**src/rtl/axi_pkg.sv**
```systemverilog
// Shared types and AXI4 encodings for the cache-line burst master.
package axi_pkg;

  localparam int         BEATS          = 8;
  localparam logic [7:0] AXI_LEN        = 8'd7;
  localparam logic [2:0] AXI_SIZE_64    = 3'b011;
  localparam logic [1:0] AXI_BURST_INCR = 2'b01;
  localparam logic [1:0] AXI_RESP_OKAY  = 2'b00;

  typedef enum logic [2:0] {
    ST_IDLE,
    ST_AR,
    ST_R,
    ST_AW,
    ST_W,
    ST_B
  } state_t;

endpackage

```
**src/rtl/axi_beat_counter.sv**
```systemverilog
// 3-bit beat index shared by the read and write data phases.
module axi_beat_counter
  import axi_pkg::*;
(
  input  logic       clk,
  input  logic       arstn,
  input  logic       clr,
  input  logic       inc,
  output logic [2:0] count,
  output logic       last
);

  logic [2:0] count_reg;

  // Wraps 7->0 naturally; the FSM only lets that happen on the final beat.
  always_ff @(posedge clk or negedge arstn) begin
    if (!arstn) begin
      count_reg <= '0;
    end else if (clr) begin
      count_reg <= '0;
    end else if (inc) begin
      count_reg <= count_reg + 3'd1;
    end
  end

  assign count = count_reg;
  assign last  = (count_reg == 3'(BEATS - 1));

endmodule

```
**src/rtl/axi_block_master.sv**
```systemverilog
// Cache-line <-> 8-beat AXI4 INCR burst master, one transaction in flight.
// Optional AXI_RESP_CHECK_EN adds a sticky o_resp_err for non-OKAY responses.
module axi_block_master
  import axi_pkg::*;
#(
  parameter int DATA_W  = 64,
  parameter int ADDR_W  = 64,
  parameter int BLOCK_W = 512
) (
  input  logic               clk,
  input  logic               arstn,
  input  logic               i_start_read,
  input  logic               i_start_write,
  input  logic [ADDR_W-1:0]  i_addr,
  input  logic [BLOCK_W-1:0] i_data_write,
  output logic [BLOCK_W-1:0] o_data_read,
  output logic               o_read_last,
  output logic               o_b_resp,
  output logic               o_busy,
  output logic [ADDR_W-1:0]  o_araddr,
  output logic [7:0]         o_arlen,
  output logic [2:0]         o_arsize,
  output logic [1:0]         o_arburst,
  output logic               o_arvalid,
  input  logic               i_arready,
  input  logic [DATA_W-1:0]  i_rdata,
  input  logic [1:0]         i_rresp,
  input  logic               i_rlast,
  input  logic               i_rvalid,
  output logic               o_rready,
  output logic [ADDR_W-1:0]  o_awaddr,
  output logic [7:0]         o_awlen,
  output logic [2:0]         o_awsize,
  output logic [1:0]         o_awburst,
  output logic               o_awvalid,
  input  logic               i_awready,
  output logic [DATA_W-1:0]  o_wdata,
  output logic [7:0]         o_wstrb,
  output logic               o_wlast,
  output logic               o_wvalid,
  input  logic               i_wready,
  input  logic [1:0]         i_bresp,
  input  logic               i_bvalid,
  output logic               o_bready
`ifdef AXI_RESP_CHECK_EN
  ,
  output logic               o_resp_err
`endif
);

  state_t            state_reg, state_next;
  logic [ADDR_W-1:0] addr_reg;
  logic              read_last_reg;
  logic              b_resp_reg;
  logic              load_wr, load_rd;
  logic              cnt_clr, cnt_inc;
  logic [2:0]        cnt;
  logic              cnt_last;
  logic              rd_take, b_take;
  logic [DATA_W-1:0] wbeat_vec [BEATS];

  axi_beat_counter u_beat_counter (
    .clk   (clk),
    .arstn (arstn),
    .clr   (cnt_clr),
    .inc   (cnt_inc),
    .count (cnt),
    .last  (cnt_last)
  );

  always_ff @(posedge clk or negedge arstn) begin
    if (!arstn) begin
      state_reg <= ST_IDLE;
    end else begin
      state_reg <= state_next;
    end
  end

  always_comb begin
    state_next = state_reg;
    load_wr    = 1'b0;
    load_rd    = 1'b0;
    cnt_clr    = 1'b0;
    cnt_inc    = 1'b0;
    o_arvalid  = 1'b0;
    o_rready   = 1'b0;
    o_awvalid  = 1'b0;
    o_wvalid   = 1'b0;
    o_bready   = 1'b0;
    case (state_reg)
      // Write-back wins a tie; the dropped read is re-issued by the control unit.
      ST_IDLE: begin
        if (i_start_write) begin
          load_wr    = 1'b1;
          state_next = ST_AW;
        end else if (i_start_read) begin
          load_rd    = 1'b1;
          state_next = ST_AR;
        end
      end
      ST_AR: begin
        o_arvalid = 1'b1;
        if (i_arready) begin
          cnt_clr    = 1'b1;
          state_next = ST_R;
        end
      end
      ST_R: begin
        o_rready = 1'b1;
        if (i_rvalid) begin
          cnt_inc = 1'b1;
          if (cnt_last) state_next = ST_IDLE;
        end
      end
      ST_AW: begin
        o_awvalid = 1'b1;
        if (i_awready) begin
          cnt_clr    = 1'b1;
          state_next = ST_W;
        end
      end
      ST_W: begin
        o_wvalid = 1'b1;
        if (i_wready) begin
          cnt_inc = 1'b1;
          if (cnt_last) state_next = ST_B;
        end
      end
      ST_B: begin
        o_bready = 1'b1;
        if (i_bvalid) state_next = ST_IDLE;
      end
      default: state_next = ST_IDLE;
    endcase
  end

  assign rd_take = o_rready && i_rvalid;
  assign b_take  = o_bready && i_bvalid;

  always_ff @(posedge clk or negedge arstn) begin
    if (!arstn) begin
      addr_reg      <= '0;
      read_last_reg <= 1'b0;
      b_resp_reg    <= 1'b0;
    end else begin
      if (load_wr || load_rd) addr_reg <= {i_addr[ADDR_W-1:6], 6'b0};
      // Completion is decided by the beat count; i_rlast is not trusted.
      read_last_reg <= rd_take && cnt_last;
      b_resp_reg    <= b_take;
    end
  end

  for (genvar gi = 0; gi < BEATS; gi++) begin : g_beat
    logic [DATA_W-1:0] wbeat_reg;
    logic [DATA_W-1:0] rbeat_reg;

    always_ff @(posedge clk or negedge arstn) begin
      if (!arstn) begin
        wbeat_reg <= '0;
        rbeat_reg <= '0;
      end else begin
        if (load_wr) wbeat_reg <= i_data_write[gi*DATA_W +: DATA_W];
        if (rd_take && (cnt == 3'(gi))) rbeat_reg <= i_rdata;
      end
    end

    assign wbeat_vec[gi]                     = wbeat_reg;
    assign o_data_read[gi*DATA_W +: DATA_W]  = rbeat_reg;
  end

  assign o_wdata     = wbeat_vec[cnt];
  assign o_wlast     = (state_reg == ST_W) && cnt_last;
  assign o_wstrb     = 8'hFF;
  assign o_busy      = (state_reg != ST_IDLE);
  assign o_read_last = read_last_reg;
  assign o_b_resp    = b_resp_reg;

  assign o_araddr  = addr_reg;
  assign o_awaddr  = addr_reg;
  assign o_arlen   = AXI_LEN;
  assign o_awlen   = AXI_LEN;
  assign o_arsize  = AXI_SIZE_64;
  assign o_awsize  = AXI_SIZE_64;
  assign o_arburst = AXI_BURST_INCR;
  assign o_awburst = AXI_BURST_INCR;

`ifdef AXI_RESP_CHECK_EN
  logic resp_err_reg;

  // Sticky until reset; the transfer itself still completes normally.
  always_ff @(posedge clk or negedge arstn) begin
    if (!arstn) begin
      resp_err_reg <= 1'b0;
    end else if ((rd_take && (i_rresp != AXI_RESP_OKAY)) ||
                 (b_take && (i_bresp != AXI_RESP_OKAY))) begin
      resp_err_reg <= 1'b1;
    end
  end

  assign o_resp_err = resp_err_reg;

  logic unused_inputs;
  assign unused_inputs = ^{i_rlast, i_addr[5:0]};
`else
  logic unused_inputs;
  assign unused_inputs = ^{i_rlast, i_rresp, i_bresp, i_addr[5:0]};
`endif

endmodule

```
**config.mk**
```make
export PLATFORM = sky130hd
export DESIGN_NAME = axi_block_master
export DESIGN_NICKNAME = d
export VERILOG_FILES = /design/src/rtl/axi_pkg.sv /design/src/rtl/axi_beat_counter.sv /design/src/rtl/axi_block_master.sv
export SDC_FILE = /design/constraint.sdc
export NUM_CORES = 1
export LEC_CHECK = 0
export ABC_AREA = 0
export CAP_MARGIN = 15
export CORE_AREA = 4 4 551 553
export DETAILED_ROUTE_END_ITERATION = 7
export DIE_AREA = 0 0 555 557
export GPL_ROUTABILITY_DRIVEN = 0
export GPL_TIMING_DRIVEN = 0
export MAX_ROUTING_LAYER = met4
export PLACE_DENSITY = 0.45
export SYNTH_ARGS = -nofsm -noshare
export SYNTH_HDL_FRONTEND = slang
export SYNTH_SLANG_ARGS = --single-unit
export TNS_END_PERCENT = 50
```
**constraint.sdc**
```tcl
create_clock -name clk -period 3.9 [get_ports clk]
set_input_delay 0.585 -clock clk [delete_from_list [all_inputs] [get_ports clk]]
set_output_delay 0.585 -clock clk [all_outputs]
set_load 0.05 [all_outputs]
```
# Yosys cells after proc, flatten, opt, wreduce, memory -nomap -nowiden
# Cells that the tools add are included.
[classes]
reduce_logical = 17
add_sub_neg = 1
magnitude_cmp = 1
n_mux = 31
bitwise = 1
eq_ne = 20
[op_table]
columns = ["cell", "n"]
rows = [
  ["binary-select mux 64 bit (select 3 bit)", 1],
  ["two-way mux 64 bit", 2],
  ["two-way mux 3 bit", 11],
  ["equality test 3 bit (second input constant)", 6],
  ["one-hot mux 3 bit (6 select lines)", 1],
  ["two-way mux 1 bit", 14],
  ["!= test 2 bit (second input constant)", 7],
  ["equality test 3 x 2 -> 1 bit (second input constant)", 4],
  ["logical AND 1 bit", 11],
  ["AND reduction 8 bit", 1],
  ["equality test 3 x 1 -> 1 bit (second input constant)", 2],
  ["logical NOT 3 bit", 2],
  [">= comparator 4 bit (second input constant)", 1],
  ["NOT 3 -> 4 bit", 1],
  ["one-hot mux 1 bit (2 select lines)", 2],
  ["adder 3 x 1 -> 3 bit (second input constant)", 1],
  ["!= test 3 bit (second input constant)", 1],
  ["nonzero test 3 bit", 1],
  ["nonzero test 2 bit", 1],
  ["logical OR 1 bit", 1],
]
[word_totals]
register_bits = 1090
output_inout_bits = 747
inputBits = 654
elab_cells = 92

# Longest topological paths before layout
[logic_depth]
depth_word = 4
depth_mapped = 9
ltp_nobuf = 5

# Modules after synthesis
# From an unflattened synthesis, not the netlist that was laid out.
[hier_totals]
hier_cells = 2681
area_unflattened_um2 = 45477.4
[by_module_without_submodules]
columns = ["module", "cells_per_inst", "instances", "area_each_um2"]
rows = [
  ["axi_block_master", 2670, 1, 45337.2],
  ["axi_beat_counter", 11, 1, 140.1],
]

# Least setup slack after synthesis
# Ideal clock, no wire load.
[synth_timing]
path_type = "reg-to-output"
start = "reg u_beat_counter.count_reg[0], in the netlist u_beat_counter.count[0]"
end = "out o_wdata[37]"
path_stages_with_launch = 7
setup_slack_ns = 1.405
t_arrival_ns = 1.910
required_time_ns = 3.315
path_cell_list = "dfrtp_1 clkbuf_1 clkbuf_1 buf_2 mux4_2 nand2_1 nand2_1"
[synth_via]
elab_chain_len = 4
[synth_rtl]
columns = ["item", "line", "rtl"]
rows = [
  ["from (decl)", "axi_beat_counter.sv:13", "logic [2:0] count_reg;"],
  ["from (signal assigned)", "axi_beat_counter.sv:22", "count_reg <= count_reg + 3'd1;"],
  ["NOT 3 -> 4 bit (implied by the code)", "axi_block_master.sv:171", "assign o_wdata = wbeat_vec[cnt];"],
  ["binary-select mux 64 bit (select 3 bit)", "axi_block_master.sv:171", ""],
  ["two-way mux 64 bit (implied by the code) (2 in a row)", "axi_block_master.sv:171", ""],
  ["to (decl)", "axi_block_master.sv:37", "output logic [DATA_W-1:0] o_wdata,"],
]
# Every way passes these cells. The select of a mux whose other input is x is not followed.

# Worst setup path in the final report
[layout_timing]
start = "reg u_beat_counter.count_reg[0], in the netlist u_beat_counter.count[0]"
end = "out o_wdata[57]"
# The elaborated chain is that of the path after synthesis.

==> impl_metrics.ini <==
[pwr]
power_mw = 74.70
ir_worst_vdd_uv = 531.2
p_per_area_nw_per_um2 = 1049
power.static_leakage_nw = 29.73

[grt]
grt_pass1_vias = 33690
grt_pass1_wl_um = 305200
grt.overflow.total = 0
grt_start_max_net_pins = 166
grt_util_all_layers_pct = 14.75
antenna_found_initial = 101

[worst_setup_path]
worst_r2r_path_depth = 7
cp.arrival_ps = 3140
crit_buf_inv = 5
path_class = register to output port
r2r_slack_ps = 560
worst_setup_path_end_kind = output port
r2r-end = g_beat[0].rbeat_reg[21]$_DFFE_PN0P_
worstPathRequired_ps = 3310
r2r-start = u_beat_counter.count[1]$_DFFE_PN0P_
cpPeakStageDelay_ps = 520
critPathMaxFanout = 10
path_delay_family = buffers and inverters
cp_cell_sequence = clkbuf_8, clkbuf_8, buf_12, buf_8, mux4_2, nand2_1, nand2_1, dlygate4sd2_1
cp_slowest_cell = mux4_2
start_kind = register

[final_layout]
multi_input_area_um2 = 17920
register_area_um2 = 27280
post-route-util_pct = 23.83
drive_gt1_share_pct = 37.47
nFillCells = 31310
syn_to_final_growth_pct = 50.26
fin_nets = 5030

[detailed_routing]
drc = 0
viasPerCell = 3.596
first_pass_iters = 5
ant_nets = 0
drt-total-wl_um = 229600
route.detailed.wl_per_inst_um = 26.96
drt_iter0_drc = 1387
vias = 30630

[timing]
slew_viol_final = 0
finalHoldViolCount = 0
min_period_over_period_pct = 95.39
clock_skew_ps = 19.37
maxSlewHeadroom_pct = 31.13
period_minus_slack_ps = 3720
fmax_mhz = 268.8
finalSetupViolations = 0
grt_setup_unrepaired = yes
worst_pin_slew_ps = 1033

[cts]
clk_latency_ps = 770
cts.sinks = 1090
h-tree-depth = 4
clk_pin_slew_worst_paths_ps = 60
cts.root.buffer_cell = clkbuf_16
cts_made_buffers = 144
cts_tree = yes
max-clock-path-buffers = 4

[logic_synthesis]
synth_area_leader_cell = dfrtp_1
postSynthAreaPerCell_um2 = 16.79
synth_area_leaders = dfrtp_1 58%, mux2_2 14%, mux2_4 13%
syn_inst = 2822
synth_cell_types = 40
ys_warn_count = 0
netlist_area_um2 = 47380
synth_top_area_share_pct = 57.57
yosys_register_bits = 1090
ys_seq_area_share_pct = 57.57

[die]
core-area_um2 = 298800
start_util_pct = 15.86
die_h_um = 557
die_area_um2 = 309100
rows = 201
die_width_um = 555
top_level_ports = 1401

[worst_hold_path]
whs_path_depth = 2
holdPathEnd = g_beat[1].wbeat_reg[19]$_DFFE_PN0P_
hold_path_class = primary input to register
min-delay-start = i_data_write[83]

[place]
portBuffers = 1343
hpwl_um = 182200

[status]
status = finished, final reports clean

[flow_run]
cap_violations = 0
[routing by layer]
layer | vias to the layer above | global-route usage, % | share of wire, %
met1 | 15960 | 15.86 | 38
met5 | - | - | 0
met2 | 1183 | 26.08 | 51
met3 | 251 | 5.101 | 8.3
li1 | 13240 | - | -
met4 | 0 | 3.350 | 2.3
[cell usage after synthesis (all sizes together)]
library cell / instances
ha: 6
o31ai: 1
and3: 3
or2: 1
nor3: 2
clkbuf: 29
or3: 1
nand3b: 1
mux4: 128
nand3: 4
and4b: 2
inv: 6
or4bb: 2
and4bb: 1
a211oi: 2
nor2b: 1
nor4bb: 1
a22oi: 1
and3b: 2
o22ai: 1
and2: 1
buf: 238
a32o: 1
nor2: 7
a21oi: 2
o21ai: 2
dfrtp: 1090
conb: 2
nand2b: 1
nand2: 198
mux2: 1083
mux2i: 2
[worst register-to-register path: stages, from the launching register on]
cell,delay [ps]
dfrtp_2,480
clkbuf_4,320
buf_6,270
inv_1,140
ha_1,220
nand3_2,540
buf_2,800
mux2_2,440
[cells by family (layout without fill, tap and decap cells)]
group                    Yosys count  after routing  share of synthesized area, %
flip-flops                      1090           1090                         57.57
other                              2            131                       0.01585
adder cells (fa/ha/maj)            6              6                        0.1584
AO/OA/AOI/OAI                     10             10                        0.1400
AND/OR/NAND/NOR                  228            228                         2.065
buffers and inverters            273           1882                         5.012
multiplexers                    1213           1213                         35.04
[power breakdown]
part           leakage, nW  total (mW)  switching (mW)  internal, mW
logic                 14.3        41.2            24.7          16.4
clock network         2.22        13.0            5.44          7.59
registers             13.2        20.5            3.51          17.0
[layout by cell type, fill, tap and decap left out, types with 46 or more instances in the layout]
cell	count
mux2_2	603
clkbuf_16	146
conb_1	46
buf_12	49
mux2_4	400
clkdlybuf4s50_1	1278
diode_2	85
clkbuf_1	46
dfrtp_1	1088
buf_2	59
buf_4	139
mux4_2	128
mux2_1	80
nand2_1	194
[per-stage QoR]
step	hold slack, ps	setup TNS, ps	instances	setup slack, ps	area [um2]
CTS	271.9	0	8432	5.276	70950
finish	395.7	0	8518	179.8	71190
detailed placement	472.2	-48520	8179	-1099	66260
global placement	461.3	-	8167	-51030	65940
global route	324.9	-121.0	8508	-47.38	71160
floorplan	289.4	0	2866	1405	47540
[cell type report]
class                   instances  share of cell area [%]
multi-input cells            1503                   25.17
clock inverters                46                  0.7066
repair buffers               1358                   19.26
plain buffers                 267                   3.587
inverters                       6                 0.03164
clock buffers                 205                   5.666
well taps                    3958                   6.957
flip-flops and latches       1090                   38.32
diodes                         85                  0.2988
[repair_timing]
item,in CTS,in global routing
buffers inserted,1,0
endpoints found under the setup margin,227,152
pin swaps,0,0
hold endpoints to repair,102,0
hold buffers,1,0
gates cloned,0,1
gates resized for setup,296,1
[worst max-delay path by stage]
stage	cells past startpoint	to	from
floorplan	6	o_wdata[37]	u_beat_counter.count[0]$_DFFE_PN0P_
global placement	1	g_beat[1].wbeat_reg[26]$_DFFE_PN0P_	arstn
detailed placement	8	o_wdata[43]	u_beat_counter.count[0]$_DFFE_PN0P_
CTS	6	o_wdata[0]	u_beat_counter.count[2]$_DFFE_PN0P_
global route	8	o_wdata[63]	u_beat_counter.count[0]$_DFFE_PN0P_
finish	8	o_wdata[57]	u_beat_counter.count[0]$_DFFE_PN0P_
Note: power is estimated with default switching activity, not from simulation.
